==> config.mk <==
export PLATFORM = sky130hd
export DESIGN_NAME = avg_accum_ctrl
export DESIGN_NICKNAME = d
export VERILOG_FILES = /design/src/rtl/avg_accum_ctrl.sv
export SDC_FILE = /design/constraint.sdc
export NUM_CORES = 1
export LEC_CHECK = 0
export BUFFER_PORTS_ARGS = -buffer_cell sky130_fd_sc_hd__buf_2
export CAP_MARGIN = 10
export CORE_UTILIZATION = 57
export CTS_CLUSTER_SIZE = 25
export DETAILED_ROUTE_END_ITERATION = 10
export PLACE_DENSITY_LB_ADDON = 0.1
export SYNTH_ARGS = -nofsm -noshare
export SYNTH_HDL_FRONTEND = slang
export SYNTH_SLANG_ARGS = --single-unit
==> constraint.sdc <==
create_clock -name clk -period 5.8 [get_ports clk]
set_input_delay 0.87 -clock clk [delete_from_list [all_inputs] [get_ports clk]]
set_output_delay 0.87 -clock clk [all_outputs]
set_load 0.02 [all_outputs]
==> src/rtl/avg_accum_ctrl.sv <==
// avg_accum_ctrl
//   Accumulates unsigned samples into a window, then asks an external divider
//   for the average. The window closes after WINDOW samples or early on flush.
//   The result is held until downstream takes it, and then the next window
//   starts.
//
// Ports
//   clk, rst_n            clock, asynchronous active-low reset
//   s_valid/s_ready/s_data  sample input handshake
//   flush                 close the current window early (ACCUM only)
//   div_start/div_a/div_b divide request: one-cycle pulse, sum and count
//   div_done/div_valid/div_dbz/div_q  divider response
//   m_valid/m_ready       result output handshake
//   m_avg/m_count/m_err   floor average, sample count, empty-window error
//
// State table
//   ACCUM | collecting samples, s_ready high
//   REQ   | div_start pulse, request operands presented
//   WAIT  | waiting for the divider's done pulse
//   OUT   | result presented, waiting for m_ready
module avg_accum_ctrl #(
  parameter int DATA_W = 8,
  parameter int CNT_W  = 4,
  parameter int WINDOW = 8,
  parameter int SUM_W  = DATA_W + CNT_W
) (
  input  logic              clk,
  input  logic              rst_n,
  input  logic              s_valid,
  output logic              s_ready,
  input  logic [DATA_W-1:0] s_data,
  input  logic              flush,
  output logic              div_start,
  output logic [SUM_W-1:0]  div_a,
  output logic [SUM_W-1:0]  div_b,
  input  logic              div_done,
  input  logic              div_valid,
  input  logic              div_dbz,
  input  logic [SUM_W-1:0]  div_q,
  output logic              m_valid,
  input  logic              m_ready,
  output logic [DATA_W-1:0] m_avg,
  output logic [CNT_W-1:0]  m_count,
  output logic              m_err
);

  typedef enum logic [1:0] {
    ACCUM = 2'd0,
    REQ   = 2'd1,
    WAIT  = 2'd2,
    OUT   = 2'd3
  } state_e;

  localparam logic [CNT_W-1:0] WIN_C = CNT_W'(WINDOW);

  state_e              state_q;
  logic [SUM_W-1:0]    sum_q;
  logic [SUM_W-1:0]    sum_d;
  logic [CNT_W-1:0]    count_q;
  logic [CNT_W-1:0]    count_d;
  logic                div_start_q;
  logic [SUM_W-1:0]    div_a_q;
  logic [SUM_W-1:0]    div_b_q;
  logic                m_valid_q;
  logic [DATA_W-1:0]   m_avg_q;
  logic [CNT_W-1:0]    m_count_q;
  logic                m_err_q;
  logic                accept;
  logic                close_win;
  logic                result_bad;
  logic                unused_q_hi;

  // s_ready is held low for as long as reset is asserted, not just after
  // the first clock edge.
  assign s_ready    = rst_n && (state_q == ACCUM);
  assign accept     = s_valid && s_ready;

  // Sum and count including the sample accepted this cycle, so a flush
  // arriving together with a sample closes the window with that sample in it.
  always_comb begin
    sum_d   = sum_q;
    count_d = count_q;
    if (accept) begin
      sum_d   = sum_q + SUM_W'(s_data);
      count_d = count_q + 1'b1;
    end
  end

  assign close_win  = (accept && (count_d == WIN_C)) || flush;

  // A done pulse without a valid result is treated like divide-by-zero.
  assign result_bad = div_dbz || !div_valid;

  // The average always fits in DATA_W bits; the upper quotient bits are unused.
  assign unused_q_hi = ^div_q[SUM_W-1:DATA_W];

  always_ff @(posedge clk or negedge rst_n) begin
    if (!rst_n) begin
      state_q     <= ACCUM;
      sum_q       <= '0;
      count_q     <= '0;
      div_start_q <= 1'b0;
      div_a_q     <= '0;
      div_b_q     <= '0;
      m_valid_q   <= 1'b0;
      m_avg_q     <= '0;
      m_count_q   <= '0;
      m_err_q     <= 1'b0;
    end else begin
      case (state_q)
        ACCUM: begin
          sum_q   <= sum_d;
          count_q <= count_d;
          if (close_win) begin
            state_q     <= REQ;
            div_start_q <= 1'b1;
            div_a_q     <= sum_d;
            div_b_q     <= SUM_W'(count_d);
          end
        end
        REQ: begin
          div_start_q <= 1'b0;
          state_q     <= WAIT;
        end
        WAIT: begin
          if (div_done) begin
            m_valid_q <= 1'b1;
            m_count_q <= count_q;
            m_err_q   <= result_bad;
            m_avg_q   <= result_bad ? '0 : div_q[DATA_W-1:0];
            state_q   <= OUT;
          end
        end
        OUT: begin
          if (m_ready) begin
            m_valid_q <= 1'b0;
            sum_q     <= '0;
            count_q   <= '0;
            state_q   <= ACCUM;
          end
        end
        default: state_q <= ACCUM;
      endcase
    end
  end

  assign div_start = div_start_q;
  assign div_a     = div_a_q;
  assign div_b     = div_b_q;
  assign m_valid   = m_valid_q;
  assign m_avg     = m_avg_q;
  assign m_count   = m_count_q;
  assign m_err     = m_err_q;

endmodule

# Word level (Yosys, flattened, before mapping)
# Cells that the tools add are included.
[op_classes] n_eq_ne=7 add_sub_neg=2 n_mux=16 reduce_logical=16
[op_table] cell="12-bit 2-to-1 mux" n=2
[op_table] cell="12-bit one-hot mux with 2 select lines" n=1
[op_table] cell="12-bit by 8-bit adder with 12-bit output" n=1
[op_table] cell="4-bit 2-to-1 mux" n=2
[op_table] cell="8-bit 2-to-1 mux" n=1
[op_table] cell="2-bit one-hot mux with 4 select lines" n=1
[op_table] cell="4-bit one-hot mux with 2 select lines" n=1
[op_table] cell="2-bit AND reduction" n=4
[op_table] cell="2-bit 2-to-1 mux" n=3
[op_table] cell="2-bit inequality test (second input constant)" n=3
[op_table] cell="3-bit AND reduction" n=2
[op_table] cell="2-bit nonzero test" n=3
[op_table] cell="4-bit by 1-bit adder with 4-bit output (second input constant)" n=1
[op_table] cell="2-bit == test (second input constant)" n=2
[op_table] cell="4-bit == test (second input constant)" n=1
[op_table] cell="1-bit one-hot mux with 2 select lines" n=2
[op_table] cell="1-bit logical AND" n=3
[op_table] cell="1-bit 2-to-1 mux" n=3
[op_table] cell="2-bit by 1-bit == test with 1-bit output (second input constant)" n=1
[op_table] cell="2-bit zero test" n=1
[op_table] cell="1-bit logical OR" n=2
[op_table] cell="1-bit zero test" n=1
[word_totals] out_inout_bits=40 elab_cells=51 in_bits=28 regBits=49

# Longest topological paths before layout
# Gate-level depths: netlist of the first run.
[depth] depth_word=9 depth_mapped=9 ltp_nobuf=7

# Worst setup path after synthesis of the first run
# Ideal clock, no wire load.
[synth_path] kind="input port to flip-flop" startpoint="input port s_data[0]" endpoint="register div_a_q[10], in the netlist div_a[10]" t_required_ns=5.671 arrival_ns=2.598 path_buffers=0 path_stages=6 path_slack_ns=3.072 setup_ns=0.129 cell_sequence="ha_1 -> fa_1 -> a21o_1 -> a221oi_1 -> nor4_1 -> o41a_1"
[synth_via] elab_chain_cells=2
[synth_lines] element="start, declared" line_no="31" text="input logic [DATA_W-1:0] s_data,"
[synth_lines] element="12-bit by 8-bit adder with 12-bit output" line_no="84" text="sum_d = sum_q + SUM_W'(s_data);"
[synth_lines] element="12-bit 2-to-1 mux" line_no="83" text="if (accept) begin"
[synth_lines] element="end signal, assigned" line_no="117" text="div_a_q <= sum_d;"
[synth_lines] element="end, declared" line_no="62" text="logic [SUM_W-1:0] div_a_q;"
# No other way between the ends.
# A chain may end at the register's enable or synchronous reset.

# Worst setup path after layout of the first run
[layout_path] startpoint="input port s_data[0]" endpoint="register sum_q[8]"
[layout_via] elab_chain_cells=3
[layout_lines] element="12-bit by 8-bit adder with 12-bit output" line_no="84"
[layout_lines] element="12-bit 2-to-1 mux" line_no="83"
[layout_lines] element="12-bit one-hot mux with 2 select lines" line_no="110" text="case (state_q)"
[layout_lines] element="end signal, assigned" line_no="112" text="sum_q <= sum_d;"
[layout_lines] element="end, declared" line_no="57" text="logic [SUM_W-1:0] sum_q;"
# No other way between the ends.

==> results of run 1 <==
## final cells by class
type	count	area, um2
clock buffers	5	68.8
clock inverters	3	21.3
fillers	372	1380
inverters	9	33.8
multi-input cells	195	1340
flip-flops and latches	49	1230
well taps	52	65.1
repair buffers	58	305
## worst max-delay path, stage by stage
cell and delay, ps:
buf_2 100, ha_1 220, fa_1 410, a21o_1 190
a221oi_1 700, a211oi_1 240, a22o_1 290
## cell usage after synthesis (all sizes together), types with 5 or more instances
library cell / number
xnor2: 6
buf: 15
o22ai: 11
ha: 14
nor2: 12
inv: 9
clkbuf: 7
mux2i: 10
a21oi: 9
a22o: 9
dfrtp: 49
nor2b: 5
mux2: 5
o21ai: 17
nand2: 36
a211oi: 6
## layer usage
layer,track usage (%),routed length [um],vias up
li1,-,-,1050
met1,29.4,2510,1031
met2,41.3,2610,49
met3,3.99,170,17
met4,12.7,146,0
met5,0,0,-
## flip-flops by register name, summed over array words and instances, names as in the netlist
signal / count
div_start: 1
count_q: 4
m_avg: 8
div_a: 12
state_q: 2
m_valid: 1
m_count: 4
div_b: 4
sum_q: 12
m_err: 1
## cell usage in the layout (no fill, tap or decap), drive strengths merged, types with 5 or more instances in the layout
| master | Yosys | layout |
|---|---|---|
| nor2b | 5 | 5 |
| nand2 | 36 | 36 |
| o21ai | 17 | 17 |
| mux2i | 10 | 10 |
| buf | 15 | 58 |
| xnor2 | 6 | 6 |
| a211oi | 6 | 6 |
| clkbuf | 7 | 5 |
| conb | 1 | 8 |
| a21oi | 9 | 9 |
| a22o | 9 | 9 |
| ha | 14 | 14 |
| o22ai | 11 | 11 |
| mux2 | 5 | 5 |
| dfrtp | 49 | 49 |
| inv | 9 | 10 |
| nor2 | 12 | 12 |
## per-stage QoR
| stage | utilization [%] | area [um2] | total power [mW] | std cells |
|---|---|---|---|---|
| floorplan | - | 2720 | 1.05 | 275 |
| global placement | 66.6 | 2960 | 1.21 | 362 |
| detailed placement | 66.6 | 2960 | 1.23 | 362 |
| CTS | 68.6 | 3050 | 1.44 | 370 |
| global route | 68.9 | 3060 | 1.55 | 371 |
| finish | 68.9 | 3060 | 1.44 | 371 |
## how the worst min path moves through the flow
stage,to,slack [ps],cells past startpoint
3_5_place_dp,div_a[9]$_DFFE_PN0P_,460,2
2_1_floorplan,sum_q[11]$_DFFE_PN0P_,470,2
4_1_cts,div_a[9]$_DFFE_PN0P_,480,2
5_1_grt,div_a[1]$_DFFE_PN0P_,510,2
6_report,div_a[9]$_DFFE_PN0P_,480,2
3_3_place_gp,div_a[0]$_DFFE_PN0P_,460,2
## cell families (layout without fill, tap and decap cells)
| kind of cell | Yosys count | count (layout) | synth area share [%] |
|---|---|---|---|
| AO/OA/AOI/OAI | 75 | 75 | 20.0 |
| XOR/XNOR | 8 | 8 | 2.60 |
| adder cells (fa/ha/maj) | 15 | 15 | 7.24 |
| buffers and inverters | 31 | 75 | 5.85 |
| flip-flops | 49 | 49 | 45.5 |
| multiplexers | 15 | 15 | 5.94 |
| other | 1 | 8 | 0.139 |
| AND/OR/NAND/NOR | 74 | 74 | 12.7 |
## power by group
group | total, mW | switching, mW | internal [mW]
clock | 0.206 | 0.120 | 0.0858
combinational | 0.683 | 0.414 | 0.269
sequential | 0.548 | 0.0833 | 0.464
==> impl_metrics.yaml, run 1 <==
global_routing:
  globalRouteOverflowTotal: 0
  grt_pass1_vias: 2199
  antenna_found_initial: 0
  grt_use_total_pct: 24.2
  grt_pass1_wl_um: 9560
  grt_max_degree: 52
logic_synthesis:
  yosysUniqueCellTypes: 48
  synth_ff_type: "dfrtp_1"
  synth_top_cell_by_area: "dfrtp_1"
  ys_top_cells_by_area: "dfrtp_1 45%, ha_1 6.5%, nand2_1 5.0%, mux2i_1 3.7%, o21ai_0 3.0%"
  syn_area_um2: 2700
  synth_edf_count: 0
  ys_seq_area_share_pct: 45.5
  synth_top_area_share_pct: 45.5
  syn_avg_cell_area_um2: 10.1
  ys_ff_latch: 49
  netlist_instances: 268
  yosys_warnings: 0
  synthArstFlopShare_pct: 100
sta:
  fin_setup_tns_ps: 0
  period_needed_ps: 2830
  rsz0062_at_grt: "no"
  hold_violations: 0
  min_period_over_period_pct: 48.7
  fmax_mhz: 354
  finalWorstSetupSlack_ps: 2970
  hold_slack_ps: 477
  finalMaxSlewViolations: 0
  maxSlewHeadroom_pct: 37.3
  final-setup-viol-count: 0
  fin_skew_ps: 6.07
  tightest_slew_ps: 939
setup_path:
  critPathMaxFanout: 5
  crit_type: "in2reg"
  rr_worst_depth: 7
  endpoint: "sum_q[8]$_DFFE_PN0P_"
  worst_ep_required_time_ps: 6000
  startpoint_type: "input port"
  regToRegEndpoint: "div_a[10]$_DFFE_PN0P_"
  regToRegSetupSlack_ps: 3080
  worst_setup_path_end_kind: "register"
  timing.rr.start: "state_q[0]$_DFFE_PN0P_"
  cp.arrival_ps: 3020
  crit_start: "s_data[0]"
pwr:
  power.density_nw_per_um2: 469
  p_leak_nw: 1.51
  ir_drop_v: 0.000328
outcome:
  status: "completed"
clocking:
  htreeDepth: 2
  clkTransAtPathRegs_ps: 90
  post_cts_buffers: 0
  cts_num_sinks: 49
  cts_hold_buf: 0
  clk_latency_ps: 310
  cts_resized: 0
  cts_tree: "done"
  clock_path_buffers: 2
  root_buffer: "clkbuf_8"
  cts_buffers: 5
floorplan:
  die_w_um: 70.8
  core-area_um2: 4440
  start_util_pct: 60.7
  die_y_um: 70.8
  die_area_um2: 5010
  io_pins: 68
  rows: 24
detailed_routing:
  drc: 0
  wl_per_cell_um: 14.7
  antenna_left: 0
  firstDrtPassIters: 6
  drt_iter0_drc: 99
  vias: 2147
  via_per_inst: 5.79
  finalWirelength_um: 5440
min_path:
  hp-start: "div_a[9]$_DFFE_PN0P_"
  hp-class: "reg2reg"
layout:
  drive_gt1_share_pct: 23.2
  diodes: 0
  nets: 361
  syn2layout_area_growth_pct: 13.6
job:
  maxCapViolations: 0
placed_design:
  io_buffers: 55
  dp_slack_ps: 2460
  gp_congestion: 0.783
  place_hpwl_um: 3850
Power figures use the tool's default switching activity.
==> run 2: changes to the inputs <==
--- a/config.mk
+++ b/config.mk
@@ -5,9 +5,10 @@
 export SDC_FILE = /design/constraint.sdc
 export NUM_CORES = 1
 export LEC_CHECK = 0
+export ABC_AREA = 1
 export BUFFER_PORTS_ARGS = -buffer_cell sky130_fd_sc_hd__buf_2
 export CAP_MARGIN = 10
-export CORE_UTILIZATION = 57
+export CORE_UTILIZATION = 48
 export CTS_CLUSTER_SIZE = 25
 export DETAILED_ROUTE_END_ITERATION = 10
 export PLACE_DENSITY_LB_ADDON = 0.1
==> constraint.sdc (replaced) <==
create_clock -name clk -period 2.5 [get_ports clk]
set_input_delay 0.375 -clock clk [delete_from_list [all_inputs] [get_ports clk]]
set_output_delay 0.375 -clock clk [all_outputs]
set_load 0.02 [all_outputs]
==> impl_metrics.yaml, run 2 <==
detailed_routing:
  antenna_left: 0
  drt_iter0_drc: 101
  via_per_inst: 4.93
  finalWirelength_um: 5680
  firstDrtPassIters: 4
  drc: 0
  vias: 2368
  wl_per_cell_um: 11.8
pwr:
  p_leak_nw: 1.82
  power_mw: 3.38
  power.density_nw_per_um2: 1060
  ir_drop_v: 0.000620
floorplan:
  die_w_um: 77.6
  core-area_um2: 5510
  die_y_um: 77.6
  die_area_um2: 6020
  io_pins: 68
  start_util_pct: 49.8
  rows: 27
placed_design:
  gp_congestion: 0.825
  dp_cells: 472
  place_hpwl_um: 4410
  io_buffers: 55
setup_path:
  critPathMaxFanout: 17
  path_cells: "inv_1 -> ha_1 -> nand3_2 -> nor2_1 -> nand2_1 -> nor2_1 -> nand2_2 -> nand2_2 -> nand2_2 -> buf_12 -> nand2_1 -> o21ai_2"
  cp.arrival_ps: 2410
  crit_type: "reg2reg"
  worst_ep_required_time_ps: 2690
  crit_start: "state_q[0]$_DFFE_PN0P_"
  startpoint_type: "register"
  worst_setup_path_end_kind: "register"
  cpPeakStageDelay_ps: 430
  path_common_cell: "nand2_2"
  timing.rr.start: "state_q[0]$_DFFE_PN0P_"
  slowest_stage: "dfrtp_1"
logic_synthesis:
  yosysUniqueCellTypes: 30
  yosysMostFrequentCell: "nand2_1"
  netlist_instances: 344
  synth_edf_count: 0
  yosys_warnings: 0
  ys_ff_latch: 49
  syn_area_um2: 2740
  synthArstFlopShare_pct: 100
  syn_avg_cell_area_um2: 7.97
  synth_common_cells: "130 x nand2_1, 49 x dfrtp_1, 42 x inv_1"
  ys_top_cells_by_area: "dfrtp_1 45%, nand2_1 18%, ha_1 6.4%, inv_1 5.8%, nand3_1 3.1%"
  ys_seq_area_share_pct: 44.7
  synth_top_area_share_pct: 44.7
  synth_top_cell_by_area: "dfrtp_1"
  synth_ff_type: "dfrtp_1"
sta:
  fin_skew_ps: 3.90
  finalMaxSlewViolations: 0
  rsz0062_at_grt: "no"
  hold_slack_ps: 101
  fin_setup_tns_ps: 0
  period_needed_ps: 2220
  min_period_over_period_pct: 88.6
  hold_violations: 0
  fmax_mhz: 451
  final-setup-viol-count: 0
job:
  maxCapViolations: 0
global_routing:
  globalRouteOverflowTotal: 0
  grt_pass1_wl_um: 10200
  grt_max_degree: 31
  grt_use_total_pct: 21.5
  grt_pass1_vias: 2285
  antenna_found_initial: 0
clocking:
  htreeDepth: 2
  clkTransAtPathRegs_ps: 90
  cts_tree: "done"
  root_buffer: "clkbuf_8"
  post_cts_buffers: 0
  cts_resized: 0
  clock_path_buffers: 2
  cts_num_sinks: 49
  clk_latency_ps: 300
  cts_buffers: 5
  cts_hold_buf: 0
layout:
  layout_commonest_cell: "nand2_1"
  layout_common_cells: "130 x nand2_1, 55 x buf_2, 49 x dfrtp_1, 42 x inv_1, 17 x nand3_1"
  nets: 450
  finalNonFillerCells: 480
  drive_gt1_share_pct: 21.3
  syn2layout_area_growth_pct: 16.7
  diodes: 0
outcome:
  status: "completed"
min_path:
  hp-class: "in2async"
run 2: changes by cell type after synthesis, sizes merged, moves of 6 or more:
cell,previous run,this run
inv,9,42
a211oi,6,0
nand3,1,18
xnor2,6,0
mux2i,10,0
nand2,36,134
run 2: layer usage:
metal  track usage [%]  up-vias  part of all wire (%)
met1              28.1     1107                    46
met2              36.2       57                    49
met3              3.53        6                   4.0
li1                  -     1198                     -
met5                 0        -                     0
met4              6.79        0                   1.3
run 2: path summary, 6_finish.rpt:
| check | slack (ps) | depth (start not counted) | to |
|---|---|---|---|
| min in group clk | 280 | 2 | m_avg[5]$_DFFE_PN0P_ |
| worst max register to register | 280 | 12 | div_a[1]$_DFFE_PN0P_ |
| worst min-delay path | 100 | 2 | m_avg[4]$_DFFE_PN0P_ |
| worst max-delay path | 280 | 12 | div_a[1]$_DFFE_PN0P_ |
| worst min register to register | 480 | 2 | div_a[0]$_DFFE_PN0P_ |
| max in group asynchronous | 2060 | 2 | sum_q[4]$_DFFE_PN0P_ |
run 2: layout make-up:
class	count	area [um2]
Inverter	44	165
Tap cell	72	90.1
Fill cell	522	2310
Clock inverter	3	22.5
Sequential cell	49	1230
Clock buffer	5	68.8
Multi-Input combinational cell	244	1280
Timing Repair Buffer	63	348
run 2: stage by stage:
step	utilization, %	instance area (um2)	setup slack [ps]
finish	58.1	3200	284
global route	58.1	3200	37.3
CTS	58.1	3200	270
detailed placement	56.4	3110	289
global placement	56.4	3110	348
floorplan	-	2770	701
run 2: logic make-up after synthesis:
logic type	count (synthesis)	synth area share (%)
other cells	1	0.137
compound gates	47	11.4
buf+inv	58	9.63
fa+ha+maj	15	7.12
simple gates	172	26.3
flops	49	44.7
xor+xnor	2	0.639
run 2: power breakdown:
group	internal, mW	switching, mW
sequential	1.06	0.167
combinational	0.602	1.08
clock	0.199	0.271
total	1.86	1.52
run 2: worst max-delay path: cells and delay by family (launching register included):
kind / cells / cell delay (ps)
fa+ha+maj: 1 / 290
buf+inv: 2 / 340
simple gates: 8 / 980
flops: 1 / 430
compound gates: 1 / 50
